### config.mk
export PLATFORM = sky130hd
export DESIGN_NAME = game_scheduler
export DESIGN_NICKNAME = d
export VERILOG_FILES = /design/src/rtl/game_scheduler.sv
export SDC_FILE = /design/constraint.sdc
export NUM_CORES = 1
export LEC_CHECK = 0
export BUFFER_PORTS_ARGS = -buffer_cell sky130_fd_sc_hd__buf_2
export CAP_MARGIN = 15
export CORE_UTILIZATION = 30
export DETAILED_ROUTE_END_ITERATION = 6
export GPL_TIMING_DRIVEN = 0
export PLACE_DENSITY = 0.57
export SYNTH_ARGS = -nofsm -noshare
export SYNTH_HDL_FRONTEND = slang
export SYNTH_SLANG_ARGS = --single-unit
### constraint.sdc
create_clock -name clk -period 2.25 [get_ports clk]
set_input_delay 0.5625 -clock clk [delete_from_list [all_inputs] [get_ports clk]]
set_output_delay 0.5625 -clock clk [all_outputs]
set_load 0.01 [all_outputs]
### src/rtl/game_scheduler.sv
// game_scheduler: owns active-game selection, routes button pulses, shows a switch splash and arbitrates the display.
// Optional IDLE_BLANK_EN adds an idle-blanking state; the default build has no BLANK state.
module game_scheduler #(
  parameter int NUM_GAMES     = 3,
  parameter int SPLASH_CYCLES = 1_000_000,
  parameter int IDLE_CYCLES   = 50_000_000,
  parameter int CNT_W         = 26
) (
  input  logic                   clk,
  input  logic                   rst_n,
  input  logic [3:0]             btn_pulse_i,
  input  logic                   switch_pulse_i,
  input  logic [4*NUM_GAMES-1:0] game_values_i,
  output logic [4*NUM_GAMES-1:0] game_btn_o,
  output logic [1:0]             game_sel_o,
  output logic [3:0]             display_value_o,
  output logic                   splash_active_o
);
`ifdef IDLE_BLANK_EN
  typedef enum logic [1:0] {RUN, SPLASH, BLANK} state_t;
`else
  typedef enum logic [1:0] {RUN, SPLASH} state_t;
`endif
  localparam logic [1:0]       LAST        = 2'(NUM_GAMES - 1);
  localparam logic [CNT_W-1:0] SPLASH_LOAD = CNT_W'(SPLASH_CYCLES - 1);
  state_t           state_q, state_d;
  logic [1:0]       sel_q, sel_d, sel_nxt;
  logic [CNT_W-1:0] tmr_q, tmr_d;
  logic [3:0]       cur_val;
`ifdef IDLE_BLANK_EN
  localparam logic [CNT_W-1:0] IDLE_LAST = CNT_W'(IDLE_CYCLES - 1);
  logic [CNT_W-1:0] idle_q, idle_d;
  logic             any_pulse;
  assign any_pulse = |btn_pulse_i | switch_pulse_i;
`endif
  assign sel_nxt    = (sel_q == LAST) ? 2'd0 : sel_q + 2'd1;
  assign game_sel_o = sel_q;
  always_comb begin
    cur_val = '0;
    for (int g = 0; g < NUM_GAMES; g++)
      if (2'(g) == sel_q) cur_val = game_values_i[4*g +: 4];
  end
  always_comb begin
    state_d         = state_q;
    sel_d           = sel_q;
    tmr_d           = tmr_q;
    game_btn_o      = '0;
    display_value_o = cur_val;
    splash_active_o = 1'b0;
`ifdef IDLE_BLANK_EN
    idle_d          = '0;
`endif
    case (state_q)
      RUN: begin
        if (switch_pulse_i) begin
          sel_d   = sel_nxt;
          tmr_d   = SPLASH_LOAD;
          state_d = SPLASH;
        end else begin
          for (int g = 0; g < NUM_GAMES; g++)
            if (2'(g) == sel_q) game_btn_o[4*g +: 4] = btn_pulse_i;
`ifdef IDLE_BLANK_EN
          // idle counter wraps to 0 on the cycle it hands over to BLANK
          if (!any_pulse) begin
            idle_d  = (idle_q == IDLE_LAST) ? '0 : idle_q + 1'b1;
            state_d = (idle_q == IDLE_LAST) ? BLANK : RUN;
          end
`endif
        end
      end
      SPLASH: begin
        display_value_o = {2'b00, sel_q} + 4'd1;
        splash_active_o = 1'b1;
        if (switch_pulse_i) begin
          sel_d = sel_nxt;
          tmr_d = SPLASH_LOAD;
        end else if (tmr_q == '0) begin
          state_d = RUN;
        end else begin
          tmr_d = tmr_q - 1'b1;
        end
      end
`ifdef IDLE_BLANK_EN
      BLANK: begin
        display_value_o = 4'd12;
        state_d         = any_pulse ? RUN : BLANK;
      end
`endif
      default: state_d = RUN;
    endcase
  end
  always_ff @(posedge clk or negedge rst_n) begin
    if (!rst_n) begin
      state_q <= RUN;
      sel_q   <= 2'd0;
      tmr_q   <= '0;
`ifdef IDLE_BLANK_EN
      idle_q  <= '0;
`endif
    end else begin
      state_q <= state_d;
      sel_q   <= sel_d;
      tmr_q   <= tmr_d;
`ifdef IDLE_BLANK_EN
      idle_q  <= idle_d;
`endif
    end
  end
endmodule

# After elaboration in Yosys (flattened, before gate mapping)

Index checks and enable logic that the tools add are counted.
W data, S select, Z words.

Bits in registers: 30
Output and inout bits: 19
Bits of input ports: 19
Logic and storage cells: 41

$add $sub $neg: 3
Reductions and logical operators: 8
Multiplexer cells: 19
Equality and inequality tests: 8

Operator list:

| cell                    | number |
|---|---|
| $mux W26                | 3 |
| $pmux W26 S2            | 1 |
| $mux W4                 | 7 |
| $logic_not A26 Y1       | 1 |
| $sub A26 B1 Y26 const B | 1 |
| $mux W12                | 2 |
| $mux W2                 | 4 |
| $ne A2 B2 Y1 const B    | 3 |
| $reduce_and A3 Y1       | 2 |
| $logic_not A2 Y1        | 2 |
| $pmux W2 S2             | 1 |
| $add A2 B1 Y3 const B   | 1 |
| $ne A3 B3 Y1 const B    | 1 |
| $add A2 B1 Y2 const B   | 1 |
| $eq A1 B2 Y1 const A    | 1 |
| $eq A2 B1 Y1 const B    | 1 |
| $eq A2 B2 Y1 const A    | 1 |
| $eq A2 B2 Y1 const B    | 1 |
| $reduce_and A2 Y1       | 1 |
| $reduce_bool A2 Y1      | 1 |
| $reduce_or A2 Y1        | 1 |
| $mux W1                 | 1 |

# Longest topological paths before layout

Gate-level depths: netlist of run 1.

Depth after elaboration: 5
Mapped depth: 8
Mapped depth without buffers: 7

# Least setup slack after synthesis of run 1

No wires, ideal clock.

Path kind: register to output
From: register sel_q[1], in the netlist game_sel_o[1]
To: output display_value_o[1]
Required time: 1.688 ns
Arrival: 1.567 ns
Path slack: 0.121 ns
Cell stages (with the launch flop): 9
Cells stage by stage: dfrtp_1 -> inv_1 -> ha_1 -> clkbuf_1 -> nor2b_1 -> a22oi_1 -> nor2_1 -> a21oi_1 -> o21ai_0

Cells in the longest elaborated chain, start to end: 5
Elaborated cells between the ends (all ways): 8
Classes of those cells: 1 x add/sub; 2 x eq/ne; 4 x mux; 1 x reduce/logical

RTL lines:

| element                  | line | text |
|---|---|---|
| start: declaration       | 27   | `logic [1:0] sel_q, sel_d, sel_nxt;` |
| start signal: assignment | 102  | `sel_q <= sel_d;` |
| $logic_not A2 Y1         | 41   | `if (2'(g) == sel_q) cur_val = game_values_i[4*g +: 4];` |
| $mux W4 (3 in series)    | 41   |  |
| $mux W4 *                | 53   | `case (state_q)` |
| end: declaration         | 16   | `output logic [3:0] display_value_o,` |

Every way passes the cells marked *; elsewhere a longest branch is shown, timed or not.

# Worst setup path after layout of run 1

From: register tmr_q[4]
To: register tmr_q[18]

Cells in the longest elaborated chain, start to end: 4
Elaborated cells between the ends (all ways): 7
Classes of those cells: 1 x add/sub; 1 x eq/ne; 3 x mux; 2 x reduce/logical

RTL lines:

| element                  | line | text |
|---|---|---|
| start: declaration       | 28   | `logic [CNT_W-1:0] tmr_q, tmr_d;` |
| start signal: assignment | 103  | `tmr_q <= tmr_d;` |
| $sub A26 B1 Y26          | 80   | `tmr_d = tmr_q - 1'b1;` |
| $mux W26                 | 77   | `end else if (tmr_q == '0) begin` |
| $mux W26                 | 74   | `if (switch_pulse_i) begin` |
| $pmux W26 S2             | 53   |  |

Parallel ways exist; a longest one is shown, timed or not. The select of a mux whose other input is x is not followed.
A chain may end at the register's enable or synchronous reset.

==> results.yml, run 1 <==
global_routing:
  top_usage_layer: "met2"
  use_met2: 0.254
  gr-usage-met3: 0.0308
  antenna_found_initial: 0
  first_global_vias: 1737
  grt-ovfl-total: 0
  grt_use_total: 0.163
  grt.met1_usage: 0.224
  grt_pass1_wl_mm: 8.45
  grt_max_degree: 30
synth:
  synthTopCellsByCount: "dfrtp_1, nor2_1, a21oi_1, and3_1, nor3_1"
  yosys.area.top_type: "dfrtp_1"
  ys_async_sr_fraction: 1.00
  yosys.area.top_type_share: 0.374
  syn_inst: 218
  synth-main-ff-cell: "dfrtp_1"
  synth.avg_cell_area_sq_um: 8.89
  ys_ff_latch: 29
  synth_warnings: 0
  synth.cell_area_sq_um: 1940
  synth_most_common_cell: "dfrtp_1"
  synth_edf_count: 0
  yosysSeqAreaShare: 0.374
  ys_types: 50
  synth_area_leaders: "dfrtp_1, nor2_1, and3_1"
  synth_fp_nets: 243
timing:
  fin_crit_sh: 0.983
  skew_ns: 0.00587
  setup_total_negative_slack_ns: 0
  drv_slew: 0
  final.setup.worst_slack_ns: 0.0383
  setup_viol: 0
  rsz0062_at_grt: "yes"
  hold_viol: 0
  max_freq_mhz: 452
  hold_slack_ns: 0.307
  worst_slew_pin_slew_ns: 0.692
  post-route-min-period_ns: 2.21
  relSlewSlack: 0.534
critical_path:
  end_kind: "flop"
  rr_endpoint: "tmr_q[18]"
  rrSetupSlack_ns: 0.04
  timing.rr.start: "tmr_q[4]"
  r2r_cells: 5
  start_kind: "flop"
  critPathKind: "reg -> reg"
  cp_max_fo: 4
  crit_required_ns: 2.42
  arrival_ns: 2.38
power_and_ir_drop:
  p_sw_w: 0.000470
  irDropWorstVdd_mv: 0.305
  p_leak_nw: 1.12
  seqPwrFrac: 0.377
  power_density_nw_per_um2: 593
  p_total_w: 0.00151
  internal_power_w: 0.00104
  clock_power_share: 0.317
  p_sw_frac: 0.311
  p_comb_frac: 0.306
clocking:
  clk_pin_slew_ns: 0.07
  clock-root-buffer: "clkbuf_8"
  cts_hold_buf: 0
  clk_path_buf_depth: 2
  cts_buffers: 5
  cts_tree: "done"
  insertion_delay_ns: 0.28
  htreeDepth: 2
  clkSinkCount: 29
floorplanning:
  dieArea_sq_um: 6790
  core_sq_um: 6060
  die_h_um: 82.4
  rows: 28
  start_util: 0.320
  io_pins: 38
  die_w_um: 82.4
detailed_routing:
  wl_per_cell_um: 14.4
  wirelength_mm: 5.03
  drt_iter0_drc: 84
  ant_nets: 0
  dr_total_vias: 1846
  post-route-drc-count: 0
  viasPerCell: 5.27
  drt_first_pass_iters: 4
final_layout:
  area_delta_synth_final_pct: 31.3
  n_antenna_cell: 0
  drive_gt1_frac: 0.320
  nets: 299
hold_path:
  hold_path.class: "in -> async"
placement:
  place_ws_ns: -0.251
  gp_congestion: 0.828
  place_hpwl_mm: 3.51
  port-buffer-count: 36
flow_run:
  max_cap_viol_count: 0
status:
  status: "finished clean"
==> placed cells by master, fill, tap and decap left out, types with 8 or more instances in the layout <==
master and n:
nand2b_1 8, buf_2 37, and3_1 12, nor2_1 23, dfrtp_1 25, nand2_1 10
a21oi_1 12, nor3_1 10, buf_4 18
==> how the worst max path moves through the flow <==
stage	cells after the start	end	startpoint	slack (ns)
5_1_grt	8	display_value_o[2]	game_sel_o[0]	-0.03
4_1_cts	6	tmr_q[19]	tmr_q[22]	0.004
3_3_place_gp	8	tmr_q[19]	tmr_q[0]	-0.25
2_1_floorplan	8	display_value_o[1]	game_sel_o[1]	0.12
6_report	5	tmr_q[18]	tmr_q[4]	0.04
3_5_place_dp	6	tmr_q[19]	tmr_q[22]	-0.25
==> power by group through the flow <==
stage | clock network, W | registers, W | logic (W)
finish | 0.000479 | 0.000570 | 0.000462
floorplan | 0 | 0.000576 | 0.000202
detailed placement | 0 | 0.000575 | 0.000325
global placement | 0 | 0.000575 | 0.000320
CTS | 0.000488 | 0.000569 | 0.000428
global route | 0.000506 | 0.000572 | 0.000509
==> sequential cells by signal, summed over array words and instances (netlist names) <==
register	cells
tmr_q	26
game_sel_o	2
state_q	1
==> cells by family (layout without fill, tap and decap cells) <==
family,after synthesis,count (layout),share of synthesized area
AOI/OAI and AO/OA,41,41,0.138
xor gates and xnor gates,10,10,0.0452
adders and majority gates,6,6,0.0387
buffers and inverters,16,73,0.0336
DFF,29,29,0.374
muxes,5,5,0.0278
and+or+nand+nor,111,111,0.343
==> routing by layer <==
layer | part of all wire | vias up
met4 | 0.012 | 0
met5 | 0 | -
li1 | - | 916
met2 | 0.46 | 27
met3 | 0.029 | 7
met1 | 0.50 | 896
==> timing repair <==
action | in CTS | in global routing
endpoints found under the hold margin | 0 | 0
gates resized for setup | 21 | 16
endpoints found under the setup margin | 26 | 19
buffers inserted | 7 | 8
pin swaps | 3 | 6
==> through the flow <==
step / instances / util / cell area [sq um]
global placement: 329 / 0.365 / 2210
detailed placement: 329 / 0.365 / 2210
global route: 350 / 0.420 / 2540
floorplan: 218 / - / 1940
CTS: 343 / 0.403 / 2440
finish: 350 / 0.420 / 2540
==> area by class of cell <==
cell class	count	area, sq um
sequential	29	731
multi-input combinational	173	1250
clock buffer	7	96.3
timing repair buffer	51	293
inverter	4	17.5
buffer	10	53.8
fill	615	3520
tap	75	93.8
clock inverter	1	5.00
==> worst max-delay path, cell delays in order (launching register included) <==
cell      delay (ns)
dfrtp_2         0.44
or4_1           0.59
nor4_1          0.61
nand4_1         0.21
xor2_1          0.18
nand2b_1        0.07
(Power assumes the default switching activity.)
==> run 2: changes to the inputs <==
--- a/config.mk
+++ b/config.mk
@@ -8,6 +8,7 @@
 export BUFFER_PORTS_ARGS = -buffer_cell sky130_fd_sc_hd__buf_2
 export CAP_MARGIN = 15
 export CORE_UTILIZATION = 30
+export CTS_BUF_LIST = sky130_fd_sc_hd__clkbuf_4
 export DETAILED_ROUTE_END_ITERATION = 6
 export GPL_TIMING_DRIVEN = 0
 export PLACE_DENSITY = 0.57
==> results.yml, run 2 (synthesized netlist as in run 1, its figures left out) <==
final_layout:
  layout_common_cells: "buf_2, dfrtp_1, nor2_1, buf_4"
  finalNonFillerCells: 352
  nets: 301
  regMostFlops: "tmr_q"
  final_common_cell: "buf_2"
  n_antenna_cell: 0
  largest_reg_flops: 26
  area_delta_synth_final_pct: 29.0
  drive_gt1_frac: 0.321
  finish.instance_area_sq_um: 2500
  final.fill_count: 624
global_routing:
  grt_max_degree: 30
  first_global_vias: 1724
  grt-ovfl-total: 0
  grt_pass1_wl_mm: 8.46
  antenna_found_initial: 0
  grt_use_total: 0.165
clocking:
  cts_buffers: 5
  clk_pin_slew_ns: 0.10
  htreeDepth: 2
  clk_path_buf_depth: 2
  cts_tree: "done"
  insertion_delay_ns: 0.32
  clkSinkCount: 29
  cts_hold_buf: 0
  clock-root-buffer: "clkbuf_4"
detailed_routing:
  wl_per_cell_um: 14.5
  post-route-drc-count: 0
  wirelength_mm: 5.10
  drt_first_pass_iters: 4
  viasPerCell: 5.20
  ant_nets: 0
  dr_total_vias: 1832
  drt_iter0_drc: 81
critical_path:
  cp_max_fo: 7
  crit_start: "game_sel_o[1]"
  critPathKind: "reg -> out"
  timing.rr.start: "tmr_q[22]"
  arrival_ns: 1.67
  crit_required_ns: 1.69
  end_kind: "primary output"
  cp_cell_sequence: "inv_2 > ha_4 > nor2b_4 > a22oi_1 > nor2_1 > a21oi_1 > mux2i_1 > buf_2"
  start_kind: "flop"
  slowest_stage: "dfrtp_1"
  crit_family: "flip-flops"
  cp_slowest_stage_delay_ns: 0.42
  path_buf_inv: 2
timing:
  fin_crit_sh: 0.993
  worst_slew_pin_slew_ns: 0.673
  setup_viol: 0
  max_freq_mhz: 448
  drv_slew: 0
  rsz0062_at_grt: "yes"
  post-route-min-period_ns: 2.23
  relSlewSlack: 0.551
  hold_slack_ns: 0.263
  setup_total_negative_slack_ns: 0
  skew_ns: 0.00954
  hold_viol: 0
floorplanning:
  die_h_um: 82.4
  core_sq_um: 6060
  dieArea_sq_um: 6790
  start_util: 0.320
  rows: 28
  die_w_um: 82.4
  io_pins: 38
placement:
  port-buffer-count: 36
  place_area_sq_um: 2210
  place_hpwl_mm: 3.51
  dp_cells: 329
  gp_congestion: 0.828
power_and_ir_drop:
  irDropWorstVdd_mv: 0.327
  power_density_nw_per_um2: 545
  p_leak_nw: 1.10
flow_run:
  max_cap_viol_count: 0
status:
  status: "finished clean"
hold_path:
  hold_path.class: "in -> async"
run 2: changes by cell type in the layout (fill, tap and decap cells not counted), sizes merged:
cell / before / now
buf: 55 / 57
clkbuf: 13 / 11
clkinv: 1 / 3
run 2: final timing paths:
check                                      to  slack, ns  cells past startpoint
max                        display_value_o[0]       0.02                      8
min                                  tmr_q[0]       0.26                      1
max reg2reg                         tmr_q[23]       0.07                      6
min reg2reg                         tmr_q[18]       0.58                      2
max in group asynchronous            tmr_q[4]       1.51                      1
min in group clk                    tmr_q[18]       0.58                      2
run 2: cell type report:
type,instances,area (sq um),area share
clock inverters,3,12.5,0.00501
multi-input cells,173,1250,0.498
inverters,4,17.5,0.00701
clock buffers,5,37.5,0.0150
plain buffers,11,61.3,0.0245
flip-flops and latches,29,731,0.292
repair buffers,52,300,0.120
well taps,75,93.8,0.0375
run 2: per-layer routing:
| metal | share of wire | GRT usage |
|---|---|---|
| met1 | 0.49 | 0.223 |
| met3 | 0.036 | 0.0341 |
| met4 | 0.0059 | 0.0596 |
| met2 | 0.47 | 0.259 |
| met5 | 0 | 0 |
run 2: report_power, final:
part | switching, W | internal (W) | total, W
Clock | 0.000183 | 0.000113 | 0.000296
Sequential | 0.0000299 | 0.000541 | 0.000570
Combinational | 0.000248 | 0.000247 | 0.000495
Total | 0.000461 | 0.000901 | 0.00136
run 2: through the flow:
stage               worst slack (ns)  total power (W)   util
CTS                          -0.0248          0.00131  0.396
floorplan                      0.121         0.000778      -
detailed placement            -0.251         0.000900  0.365
finish                        0.0160          0.00136  0.412
global placement              -0.250         0.000895  0.365
global route                 -0.0924          0.00144  0.412
run 2: what timing repair did:
item,4_1_cts,5_1_grt
pin swaps,3,6
cloned,0,0
setup buffers,7,9
setup endpoints to repair,26,19
resized for setup,25,13
run 2: worst register-to-register path, stage by stage (launching register included):
cell and delay (ns):
dfrtp_1 0.45, nor4_2 0.46, and4_1 0.25, clkbuf_1 0.25, a31o_1 0.25, nor4_2 0.07
mux2_1 0.33
